[src/rtl/card_pkg.sv]
// Card-table geometry, index/address types and scan FSM encoding shared by the scan path.
package card_pkg;

    localparam int CARD_MASTER_BITS      = 32;
    localparam int CARD_WORDS_PER_MASTER = 32;
    localparam int CARD_BITS_PER_WORD    = 32;

    typedef logic [14:0] card_idx_t;
    typedef logic [9:0]  card_wadr_t;

    typedef enum logic [3:0] {
        IDLE,
        MSCAN,
        RDREQ,
        RDWAIT,
        BITSCAN,
        CLRWR,
        NEXTW,
        MCLR,
        DONE
    } scan_state_t;

    function automatic card_wadr_t card_word_adr(input logic [4:0] m, input logic [4:0] w);
        return {m, w};
    endfunction

endpackage

[src/rtl/ffo32.sv]
// Combinational find-first-one: index of the lowest set bit of a 32-bit vector, plus a found flag.
module ffo32 (
    input  logic [31:0] vec_i,
    output logic [4:0]  idx_o,
    output logic        found_o
);

    always_comb begin
        idx_o = '0;
        for (int i = 31; i >= 0; i--) begin
            if (vec_i[i]) idx_o = 5'(i);
        end
    end

    assign found_o = |vec_i;

endmodule

[src/rtl/card_scan_ctrl.sv]
// Two-level card-table scanner: first dirty card index RD_LATENCY+3 cycles after start, one card/cycle under ready.
// Holds card_vld_o/card_idx_o while card_rdy_i is low; CARD_SCAN_STATS_EN adds the dirty_cnt_o counter.
module card_scan_ctrl
    import card_pkg::*;
#(
    parameter int unsigned RD_LATENCY    = 2,
    parameter bit          CLEAR_ON_SCAN = 1'b1
) (
    input  logic        clk_i,
    input  logic        rst_i,
    input  logic        start_i,
    output logic        busy_o,
    output logic        done_o,
    input  logic [31:0] master_i,
    output logic        master_clr_o,
    output logic [4:0]  master_clr_idx_o,
    output logic        mem_en_o,
    output logic        mem_we_o,
    output logic [9:0]  mem_adr_o,
    output logic [31:0] mem_dat_o,
    input  logic [31:0] mem_dat_i,
    output logic        card_vld_o,
    input  logic        card_rdy_i,
    output logic [14:0] card_idx_o
`ifdef CARD_SCAN_STATS_EN
    ,
    output logic [15:0] dirty_cnt_o
`endif
);

    localparam logic [1:0] LAT_LAST = 2'(RD_LATENCY - 1);

    scan_state_t state_q;
    logic [31:0] mreg_q;
    logic [31:0] wreg_q;
    logic [4:0]  m_q;
    logic [4:0]  w_q;
    logic [1:0]  lat_q;
    logic        busy_q;
    logic        done_q;
    logic        mclr_q;
    logic [4:0]  mclr_idx_q;
    logic        mem_en_q;
    logic        mem_we_q;
    card_wadr_t  mem_adr_q;

    logic [4:0]  m_idx;
    logic        m_found;
    logic [4:0]  w_idx;
    logic        w_found;

    ffo32 u_ffo_master (
        .vec_i   (mreg_q),
        .idx_o   (m_idx),
        .found_o (m_found)
    );

    ffo32 u_ffo_word (
        .vec_i   (wreg_q),
        .idx_o   (w_idx),
        .found_o (w_found)
    );

    always_ff @(posedge clk_i) begin
        if (rst_i) begin
            state_q    <= IDLE;
            mreg_q     <= '0;
            wreg_q     <= '0;
            m_q        <= '0;
            w_q        <= '0;
            lat_q      <= '0;
            busy_q     <= 1'b0;
            done_q     <= 1'b0;
            mclr_q     <= 1'b0;
            mclr_idx_q <= '0;
            mem_en_q   <= 1'b0;
            mem_we_q   <= 1'b0;
            mem_adr_q  <= '0;
        end else begin
            done_q   <= 1'b0;
            mclr_q   <= 1'b0;
            mem_en_q <= 1'b0;
            mem_we_q <= 1'b0;
            unique case (state_q)
                IDLE: begin
                    if (start_i) begin
                        mreg_q  <= master_i;
                        busy_q  <= 1'b1;
                        state_q <= MSCAN;
                    end
                end
                MSCAN: begin
                    if (!m_found) begin
                        done_q  <= 1'b1;
                        busy_q  <= 1'b0;
                        state_q <= DONE;
                    end else begin
                        m_q           <= m_idx;
                        w_q           <= '0;
                        mreg_q[m_idx] <= 1'b0;
                        mem_en_q      <= 1'b1;
                        mem_adr_q     <= card_word_adr(m_idx, 5'd0);
                        state_q       <= RDREQ;
                    end
                end
                RDREQ: begin
                    lat_q   <= LAT_LAST;
                    state_q <= RDWAIT;
                end
                RDWAIT: begin
                    if (lat_q == 2'd0) begin
                        wreg_q  <= mem_dat_i;
                        state_q <= BITSCAN;
                    end else begin
                        lat_q <= lat_q - 2'd1;
                    end
                end
                BITSCAN: begin
                    if (!w_found) begin
                        if (CLEAR_ON_SCAN) begin
                            mem_en_q  <= 1'b1;
                            mem_we_q  <= 1'b1;
                            mem_adr_q <= card_word_adr(m_q, w_q);
                            state_q   <= CLRWR;
                        end else begin
                            state_q <= NEXTW;
                        end
                    end else if (card_rdy_i) begin
                        wreg_q[w_idx] <= 1'b0;
                    end
                end
                CLRWR: state_q <= NEXTW;
                NEXTW: begin
                    // w is a separate 5-bit field, so the last word ends the region instead of wrapping into m.
                    if (w_q == 5'd31) begin
                        if (CLEAR_ON_SCAN) begin
                            mclr_q     <= 1'b1;
                            mclr_idx_q <= m_q;
                        end
                        state_q <= MCLR;
                    end else begin
                        w_q       <= w_q + 5'd1;
                        mem_en_q  <= 1'b1;
                        mem_adr_q <= card_word_adr(m_q, w_q + 5'd1);
                        state_q   <= RDREQ;
                    end
                end
                MCLR:    state_q <= MSCAN;
                DONE:    state_q <= IDLE;
                default: state_q <= IDLE;
            endcase
        end
    end

    assign busy_o           = busy_q;
    assign done_o           = done_q;
    assign master_clr_o     = mclr_q;
    assign master_clr_idx_o = mclr_idx_q;
    assign mem_en_o         = mem_en_q;
    assign mem_we_o         = mem_we_q;
    assign mem_adr_o        = mem_adr_q;
    assign mem_dat_o        = '0;

    // wreg only changes on a handshake, which keeps valid/index stable under backpressure.
    assign card_vld_o = (state_q == BITSCAN) && w_found;
    assign card_idx_o = card_vld_o ? {m_q, w_q, w_idx} : '0;

`ifdef CARD_SCAN_STATS_EN
    logic        card_hs;
    logic [15:0] dirty_cnt_q;
    logic [15:0] dirty_cnt_d;

    assign card_hs = card_vld_o & card_rdy_i;

    always_comb begin
        dirty_cnt_d = dirty_cnt_q;
        if ((state_q == IDLE) && start_i) begin
            dirty_cnt_d = '0;
        end else if (card_hs && (dirty_cnt_q != 16'hFFFF)) begin
            dirty_cnt_d = dirty_cnt_q + 16'd1;
        end
    end

    always_ff @(posedge clk_i) begin
        if (rst_i) begin
            dirty_cnt_q <= '0;
        end else begin
            dirty_cnt_q <= dirty_cnt_d;
        end
    end

    assign dirty_cnt_o = dirty_cnt_q;
`endif

endmodule

[config.mk]
export PLATFORM = sky130hd
export DESIGN_NAME = card_scan_ctrl
export DESIGN_NICKNAME = d
export VERILOG_FILES = /design/src/rtl/card_pkg.sv /design/src/rtl/ffo32.sv /design/src/rtl/card_scan_ctrl.sv
export SDC_FILE = /design/constraint.sdc
export NUM_CORES = 1
export LEC_CHECK = 0
export CAP_MARGIN = 30
export CORE_MARGIN = 3
export CORE_UTILIZATION = 51
export DETAILED_ROUTE_END_ITERATION = 8
export MAX_ROUTING_LAYER = met4
export PLACE_DENSITY = 0.81
export SLEW_MARGIN = 40
export SYNTH_ARGS = -nofsm -noshare
export SYNTH_HDL_FRONTEND = slang
export SYNTH_SLANG_ARGS = --single-unit
[constraint.sdc]
create_clock -name clk_i -period 3.4 [get_ports clk_i]
set_clock_uncertainty 0.05 [all_clocks]
set_input_delay 0.85 -clock clk_i [delete_from_list [all_inputs] [get_ports clk_i]]
set_output_delay 0.85 -clock clk_i [all_outputs]
set_load 0.05 [all_outputs]
# Yosys cells after proc, flatten, opt, wreduce, memory -nomap -nowiden
# Cells that the tools add are included.
# Widths: inputs -> output; s select.
[totals]
out_inout_bits = 68
regBits = 100
wordCells = 167
inputBits = 68
[op_classes]
magnitude_cmp = 4
mux = 100
bitwise_logic = 7
reduce_logical = 24
n_addsub = 2
eq_ne = 17
[op_table]
columns = ["operator", "n"]
rows = [
  ["$mux 5", 66],
  ["$mux 32", 5],
  ["$pmux 32 s2", 2],
  ["$and 32x32->32", 2],
  ["$not 32->32", 2],
  ["$reduce_or 32->1", 2],
  ["$pmux 4 s8", 1],
  ["$mux 10", 3],
  ["$pmux 10 s3", 1],
  ["$ne 2x2->1 const B", 9],
  ["$eq 4x3->1 const B", 4],
  ["$mux 4", 4],
  ["$mux 15", 1],
  ["$lt 5x6->1 const B", 2],
  ["$reduce_and 3->1", 4],
  ["$demux 1 s5", 2],
  ["$ge 5x1->1 const B", 2],
  ["$pmux 5 s2", 1],
  ["$mux 1", 9],
  ["$eq 4x2->1 const B", 2],
  ["$reduce_and 4->1", 2],
  ["$reduce_bool 2->1", 4],
  ["$reduce_and 2->1", 3],
  ["$reduce_or 2->1", 3],
  ["other kinds (14)", 18],
]

# Longest topological paths before layout
# Gate-level depths: netlist (run 1).
[depth]
word_depth = 41
depth_mapped = 9
depth_no_buf = 8

# By module
# A second synthesis (run 1) with hierarchy kept.
[unflattened]
cells_unflattened = 767
hier_area_um2 = 5733.0
[modules_own_cells]
columns = ["mod", "n_inst", "cells_per_inst", "area_each_um2", "seq_area_each_um2"]
rows = [
  ["card_scan_ctrl", 1, 637, 4962.3, 2001.9],
  ["ffo32", 2, 65, 385.4, 0.0],
]

# Least setup slack after synthesis (run 1)
# No wires, ideal clock.
[synth_timing]
path_type = "register -> output"
from = "register wreg_q[1]"
to = "output port card_idx_o[10]"
required_ns = 2.500
path_stages_with_launch = 8
n_path_buf = 2
arrival_ns = 2.625
setup_slack_ns = -0.125
cell_sequence = "dfxtp_1 > buf_2 > or4_4 > or4_4 > o21ai_4 > inv_1 > clkbuf_1 > and2_1"
[synth_between]
elab_chain_cells = 3
[synth_rtl]
columns = ["element", "line_no", "rtl"]
rows = [
  ["start, declared", "card_scan_ctrl.sv:35", "logic [31:0] wreg_q;"],
  ["start signal, assigned", "card_scan_ctrl.sv:112", "wreg_q <= mem_dat_i;"],
  ["$reduce_or 32->1", "ffo32.sv:15", "assign found_o = |vec_i;"],
  ["$logic_and 1x1->1", "card_scan_ctrl.sv:165", "assign card_vld_o = (state_q == BITSCAN) && w_found;"],
  ["named net card_vld_o", "card_scan_ctrl.sv:22", "output logic card_vld_o,"],
  ["$mux 15", "card_scan_ctrl.sv:166", "assign card_idx_o = card_vld_o ? {m_q, w_q, w_idx} : '0;"],
  ["end, declared", "card_scan_ctrl.sv:24", "output logic [14:0] card_idx_o"],
]
# The timed path passes the listed nets, and every way through them passes these cells.

# Worst setup path in the final report (run 1)
[layout_timing]
from = "register wreg_q[13]"
to = "output port card_idx_o[10]"
[layout_between]
elab_chain_cells = 3
[layout_rtl]
columns = ["element", "line_no"]
rows = [
  ["$reduce_or 32->1", "ffo32.sv:15"],
  ["$logic_and 1x1->1", "card_scan_ctrl.sv:165"],
  ["$mux 15", "card_scan_ctrl.sv:166"],
]
# No other way between the ends.

==> results of run 1 <==
==> state kept, by name, indices dropped and copies added, names as in the netlist, 2 cells and up <==
name,flops
master_clr_idx_o,5
mem_adr_o,10
state_q,4
m_q,5
lat_q,2
mreg_q,32
w_q,5
wreg_q,32
==> area by class of cell <==
| class | count | area (um2) | share of cell area [%] |
|---|---|---|---|
| inverters | 17 | 67.6 | 0.873 |
| clock inverters | 7 | 65.1 | 0.840 |
| well taps | 143 | 179 | 2.31 |
| multi-input cells | 592 | 3730 | 48.2 |
| repair buffers | 151 | 1450 | 18.8 |
| flip-flops and latches | 100 | 2020 | 26.1 |
| clock buffers | 9 | 225 | 2.91 |
==> per-stage QoR <==
step / total power, W / cells / utilization, %
6_report: 0.00373 / 1019 / 67.2
5_1_grt: 0.00388 / 1019 / 67.2
4_1_cts: 0.00370 / 1015 / 66.8
3_5_place_dp: 0.00266 / 989 / 62.4
3_3_place_gp: 0.00263 / 988 / 62.2
2_1_floorplan: 0.00223 / 785 / -
==> cells in the final DEF (no fill, tap or decap), drive strengths merged, types with 4 or more instances in the layout <==
cell type | synthesis | routed
a211oi | 18 | 18
a21oi | 57 | 57
a221oi | 10 | 10
a22oi | 5 | 5
a311oi | 24 | 24
a31oi | 6 | 6
a41oi | 4 | 4
and2 | 19 | 19
and3 | 7 | 7
buf | 43 | 65
clkbuf | 33 | 9
clkdlybuf4s50 | 0 | 86
conb | 1 | 32
dfxtp | 100 | 100
inv | 17 | 21
mux2 | 10 | 10
mux2i | 28 | 28
nand2 | 92 | 92
nand2b | 9 | 9
nand3 | 30 | 30
nor2 | 56 | 56
nor2b | 10 | 10
nor3 | 20 | 20
nor3b | 5 | 5
nor4 | 25 | 25
o211ai | 8 | 8
o21ai | 22 | 22
o22ai | 4 | 4
o311ai | 5 | 5
o31ai | 6 | 6
o41ai | 7 | 7
or3 | 9 | 9
or4 | 10 | 10
==> critical path: cells and delay by family, from the launching register on <==
| family | cells | cell delay (ns) |
|---|---|---|
| DFF | 1 | 0.36 |
| AOI/OAI and AO/OA | 1 | 0.17 |
| buffers and inverters | 3 | 0.42 |
| and+or+nand+nor | 3 | 1.24 |
==> power by group through the flow <==
stage          Combinational [W]  Sequential (W)  Clock (W)
2_1_floorplan           0.000849         0.00139          0
3_3_place_gp             0.00127         0.00136          0
3_5_place_dp             0.00130         0.00136          0
4_1_cts                  0.00132         0.00134    0.00105
5_1_grt                  0.00145         0.00135    0.00108
6_report                 0.00136         0.00134    0.00103
==> layer usage <==
| metal | up-vias | share of wire (%) |
|---|---|---|
| met5 | - | 0 |
| met1 | 3081 | 41 |
| met4 | 0 | 3.0 |
| li1 | 3005 | - |
| met3 | 54 | 9.2 |
| met2 | 388 | 47 |
==> final timing paths <==
path / start / endpoint / slack, ns
min: mem_adr_o[1]$_SDFFE_PP0P_ / mem_adr_o[1]$_SDFFE_PP0P_ / 0.40
max: wreg_q[13]$_SDFFE_PP0P_ / card_idx_o[10] / -0.05
min reg2reg: mem_adr_o[1]$_SDFFE_PP0P_ / mem_adr_o[1]$_SDFFE_PP0P_ / 0.40
max reg2reg: mreg_q[11]$_SDFFE_PP0P_ / mreg_q[9]$_SDFFE_PP0P_ / 0.46
==> timing repair <==
action	4_1_cts	5_1_grt
pin swaps	5	4
setup buffers	10	4
endpoints found under the setup margin	15	16
gates resized for setup	52	7
==> synthesized netlist by cell type (all sizes together) (4+ instances only) <==
| cell type | n |
|---|---|
| or3 | 9 |
| inv | 17 |
| nand3 | 30 |
| a31oi | 6 |
| nor2 | 56 |
| nor3b | 5 |
| nor4 | 25 |
| a221oi | 10 |
| mux2i | 28 |
| or4 | 10 |
| nor3 | 20 |
| a311oi | 24 |
| o311ai | 5 |
| o211ai | 8 |
| dfxtp | 100 |
| and3 | 7 |
| a22oi | 5 |
| o31ai | 6 |
| nand2 | 92 |
| a211oi | 18 |
| o41ai | 7 |
| nor2b | 10 |
| a21oi | 57 |
| nand2b | 9 |
| and2 | 19 |
| buf | 43 |
| mux2 | 10 |
| a41oi | 4 |
| clkbuf | 33 |
| o21ai | 22 |
| o22ai | 4 |
==> logic make-up (layout without fill, tap and decap cells) <==
family	Yosys count	in the layout	synth area share, %
and+or+nand+nor	309	309	26.6
other	1	32	0.0621
buffers and inverters	93	184	8.16
xor gates and xnor gates	4	4	0.580
DFF	100	100	33.1
muxes	38	38	6.50
AOI/OAI and AO/OA	206	206	24.4
adders and majority gates	3	3	0.621
==> metrics, run 1 <==
status=complete, but fails checks; failing checks=setup timing; HPWL Detailed=14,300 um; Logic pwr share=36.4%; Max transition margin=59.2%; placed inst area=7180 um2; cell mode on critical path=or4_4; #FFs+latches synth=100; RSZ-0062 raised after global routing=true; num rows=39; slowest stage cell, crit path=or4_4; number of I/O pins=136; startpoint types=flip-flop; total grt overflow=0; # fillers=907; clock share of power=27.7%; kind of critical path=flip-flop to primary output; # DRC=0; Vias=6,528; Slew Limit Fails=0; worst hold slack=0.403 ns; hold_buf cts=0; first-pass GRT wire length=31,500 um; H-tree Lvls=3; Max Fclk=290 MHz; Placeable Area=11,500 um2; final WL=20,100 um; Lkg Pwr=2.86 nW; Tot GR Track Use=30.8%; fin area=7740 um2; Synthesis Warnings=0; minimum clock period=3.45 ns; Post-synth EDFFs=0; layout net count=942; die width=115 um; Fin. Hold Viols=0; Cell variety after synth=75; Yosys top cell area share=33.1%; area grow syn2layout=28.1%; Sequential Power Share=35.9%; Synth Cell Area=6040 um2; Place WS=0.0791 ns; post-route clock period utilization=102%; R2R cell count=6; pin count of the biggest net entering global routing=47; Post-Syn Instances=754; Least-Margin Pin Slew=0.597 ns; vias in the first global route=6,166; I/O Buffers=103; met3 usage=7.00%; GRT met2 Usage=48.7%; Power Dens Cells=482 nW/um2; asr flop ratio synth=0%; Switching Fraction=39.4%; Die Ht=115 um; slowest stage delay, CP=0.55 ns; CP endpoint kind=primary output; initial antenna violation count=0; CP required=2.50 ns; total negative setup slack=-0.433 ns; full die area=13,200 um2; CTS tree=yes; antenna viol nets, final=0; Inserted Clock Buffers=9; Final WS setup=-0.0525 ns; CTS max path bufs=2; layout cells sized above 1=16.0%; clk_lat worst skew=0.36 ns; DR iter-0 viols=736; Peak VDD IR=335 uV; GRT busiest layer=met2; GR met1 Demand/Resource=39.0%; GP Congestion=0.994; cell accounting for the most synthesized area=dfxtp_1; syn_area_per_cell=8.01 um2; worst-path fanout max=7; initial core utilization=52.5%; Clock Sinks=100; cell internal pwr=0.00226 W; clock transition at the registers of the reported paths=0.07 ns; Min-Delay Path Class=flip-flop to flip-flop; MaxCap Viol Count=0; WP data arrival=2.55 ns; top post-synthesis cells by area=dfxtp_1, nand2_1, mux2i_1; Antenna diodes=0; top_reg_cell synth=dfxtp_1; Clk Tree Root Cell=clkbuf_16; sw power=0.00147 W; TritonRoute pass-1 iters=5; Routed WL per cell=19.7 um; Final Setup Violations=11; CP Cell Sequence=or4_4, or4_4, o21ai_4, clkinvlp_4, buf_6, and2_4, buf_8; hold-critical path depth=2; Via density=6.41; sequential area share after synthesis=33.1%
No activity file was read; power rests on OpenSTA's default activity.
==> run 2: changes to the inputs <==
--- a/config.mk
+++ b/config.mk
@@ -5,7 +5,7 @@
 export SDC_FILE = /design/constraint.sdc
 export NUM_CORES = 1
 export LEC_CHECK = 0
-export CAP_MARGIN = 30
+export CAP_MARGIN = 25
 export CORE_MARGIN = 3
 export CORE_UTILIZATION = 51
 export DETAILED_ROUTE_END_ITERATION = 8
==> results of run 2 <==
Same layout as run 1: the final DEF is identical, and so are final timing and power.
==> run 3: changes to the inputs <==
--- a/config.mk
+++ b/config.mk
@@ -7,10 +7,10 @@
 export LEC_CHECK = 0
 export CAP_MARGIN = 25
 export CORE_MARGIN = 3
-export CORE_UTILIZATION = 51
+export CORE_UTILIZATION = 45
 export DETAILED_ROUTE_END_ITERATION = 8
 export MAX_ROUTING_LAYER = met4
-export PLACE_DENSITY = 0.81
+export PLACE_DENSITY = 0.73
 export SLEW_MARGIN = 40
 export SYNTH_ARGS = -nofsm -noshare
 export SYNTH_HDL_FRONTEND = slang
==> metrics, run 3 (synthesis gave the netlist of run 1 again) <==
Top delay family on crit path=simple AND/OR/NAND/NOR gates (unchanged); DR iter-0 viols=679 (was 736); CTS tree=yes (unchanged); Min-Delay Path Class=flip-flop to flip-flop (unchanged); final WL=20,200 um (was 20,100 um); kind of critical path=flip-flop to primary output (unchanged); CP Cell Sequence=or4_4, or4_4, o21ai_4, clkinvlp_4, and2_4, buf_6 (was or4_4, or4_4, o21ai_4, clkinvlp_4, buf_6, and2_4, buf_8); WP data arrival=2.70 ns (was 2.55 ns); TritonRoute pass-1 iters=5 (unchanged); pin count of the biggest net entering global routing=86 (was 47); RSZ-0062 raised after global routing=true (unchanged); Clock Sinks=100 (unchanged); GP Congestion=0.954 (was 0.994); Core Util, Final=59.7% (was 67.2%); Vias=6,437 (was 6,528); Lkg Pwr=2.80 nW (was 2.86 nW); layout net count=933 (was 942); CTS max path bufs=2 (unchanged); worst-path fanout max=7 (unchanged); status=complete, but fails checks (unchanged); CP endpoint kind=primary output (unchanged); HPWL Detailed=14,100 um (was 14,300 um); Slew Limit Fails=0 (unchanged); I/O Buffers=103 (unchanged); antenna viol nets, final=0 (unchanged); most common cell after layout, fill and taps aside=dfxtp_1 (unchanged); slowest stage delay, CP=0.57 ns (was 0.55 ns); most frequent cells in the layout=dfxtp_1, nand2_1, clkdlybuf4s50_1 (unchanged); area grow syn2layout=27.2% (was 28.1%); Place WS=0.195 ns (was 0.0791 ns); Final Setup Violations=15 (was 11); vias in the first global route=6,069 (was 6,166); cell mode on critical path=or4_4 (unchanged); CP required=2.50 ns (about the same); H-tree Lvls=3 (unchanged); post-route clock period utilization=106% (was 102%); total negative setup slack=-2.54 ns (was -0.433 ns); non-filler cells in the finished layout=1,038 (was 1,019); Placeable Area=12,900 um2 (was 11,500 um2); total grt overflow=0 (unchanged); Routed WL per cell=19.4 um (was 19.7 um); full die area=14,900 um2 (was 13,200 um2); startpoint types=flip-flop (unchanged); Max transition margin=46.5% (was 59.2%); MaxCap Viol Count=0 (unchanged); minimum clock period=3.60 ns (was 3.45 ns); initial antenna violation count=0 (unchanged); failing checks=setup timing (unchanged); DP Cell Count=1,014 (was 989); number of I/O pins=136 (unchanged); # DRC=0 (unchanged); Max Fclk=278 MHz (was 290 MHz); layout cells sized above 1=14.4% (was 16.0%); buffers plus inverters on the worst setup path=2 (was 3); Tot GR Track Use=27.3% (was 30.8%); first-pass GRT wire length=31,500 um (about the same); Final WS setup=-0.203 ns (was -0.0525 ns); hold_buf cts=0 (unchanged); Antenna diodes=0 (unchanged); initial core utilization=46.9% (was 52.5%); die width=122 um (was 115 um); Fin. Hold Viols=0 (unchanged); Clk Tree Root Cell=clkbuf_16 (unchanged); Power Dens Cells=492 nW/um2 (was 482 nW/um2); # fillers=1,151 (was 907); Inserted Clock Buffers=9 (unchanged); slowest stage cell, crit path=or4_4 (unchanged); Least-Margin Pin Slew=0.801 ns (was 0.597 ns); clk_lat worst skew=0.36 ns (about the same); Die Ht=122 um (was 115 um); clock transition at the registers of the reported paths=0.07 ns (about the same); Peak VDD IR=450 uV (was 335 uV); num rows=41 (was 39); Via density=6.20 (was 6.41)
==> run 3: changes by cell type in the layout (fill, tap and decap cells not counted), moves of 2 or more <==
cell       previous run  this run
inv_6                 3         0
o21ai_1               4         2
clkinv_2              0         2
o21ai_0              17        19
buf_6                 5        16
buf_8                10         1
inv_8                 2         0
dfxtp_1              93        95
buf_4                48        35
bufinv_16             0         2
==> run 3: cell type report <==
class	instances	area [um2]	area share [%]
multi-input cells	592	3710	48.3
clock buffers	10	229	2.98
clock inverters	5	77.6	1.01
inverters	17	67.6	0.879
well taps	172	215	2.80
repair inverters	1	7.51	0.0976
flip-flops and latches	100	2020	26.2
repair buffers	141	1360	17.7
==> run 3: worst min-delay path, cell delays in order, from the launching register on <==
cell and delay (ns):
dfxtp_1 0.31, nand2_1 0.05, a21oi_1 0.05
==> run 3: layer usage <==
metal | track usage [%] | wire [um] | vias up
li1 | - | - | 2993
met1 | 35.1 | 8420 | 3044
met2 | 41.9 | 9340 | 363
met3 | 6.87 | 1930 | 37
met4 | 9.80 | 464 | 0
met5 | - | 0 | -
==> run 3: report_power, final <==
part | leakage, nW | total (W) | internal [W] | switching, W
sequential | 0.817 | 0.00134 | 0.00125 | 0.0000922
combinational | 1.84 | 0.00134 | 0.000481 | 0.000860
clock | 0.148 | 0.00111 | 0.000639 | 0.000466
total | 2.80 | 0.00379 | 0.00237 | 0.00142
==> run 3: final timing paths <==
check,to,slack (ns),from,cells after the start
worst max-delay path,card_idx_o[12],-0.20,wreg_q[5]$_SDFFE_PP0P_,6
worst min-delay path,mem_adr_o[0]$_SDFFE_PP0P_,0.41,mem_adr_o[0]$_SDFFE_PP0P_,2
worst max register to register,mreg_q[1]$_SDFFE_PP0P_,0.40,mreg_q[10]$_SDFFE_PP0P_,6
worst min register to register,mem_adr_o[0]$_SDFFE_PP0P_,0.41,mem_adr_o[0]$_SDFFE_PP0P_,2
==> run 3: repair_timing <==
action	4_1_cts	5_1_grt
endpoints found under the setup margin	14	15
pin swaps	3	9
buffers inserted	7	1
gates resized for setup	23	19
gates cloned	1	0
==> run 3: per-stage QoR <==
step	total power (W)	cell area (um2)	hold slack [ns]
CTS	0.00376	7630	0.416
global placement	0.00264	7190	0.397
detailed placement	0.00264	7190	0.400
global route	0.00394	7690	0.428
finish	0.00379	7690	0.409
floorplan	0.00223	6170	0.403
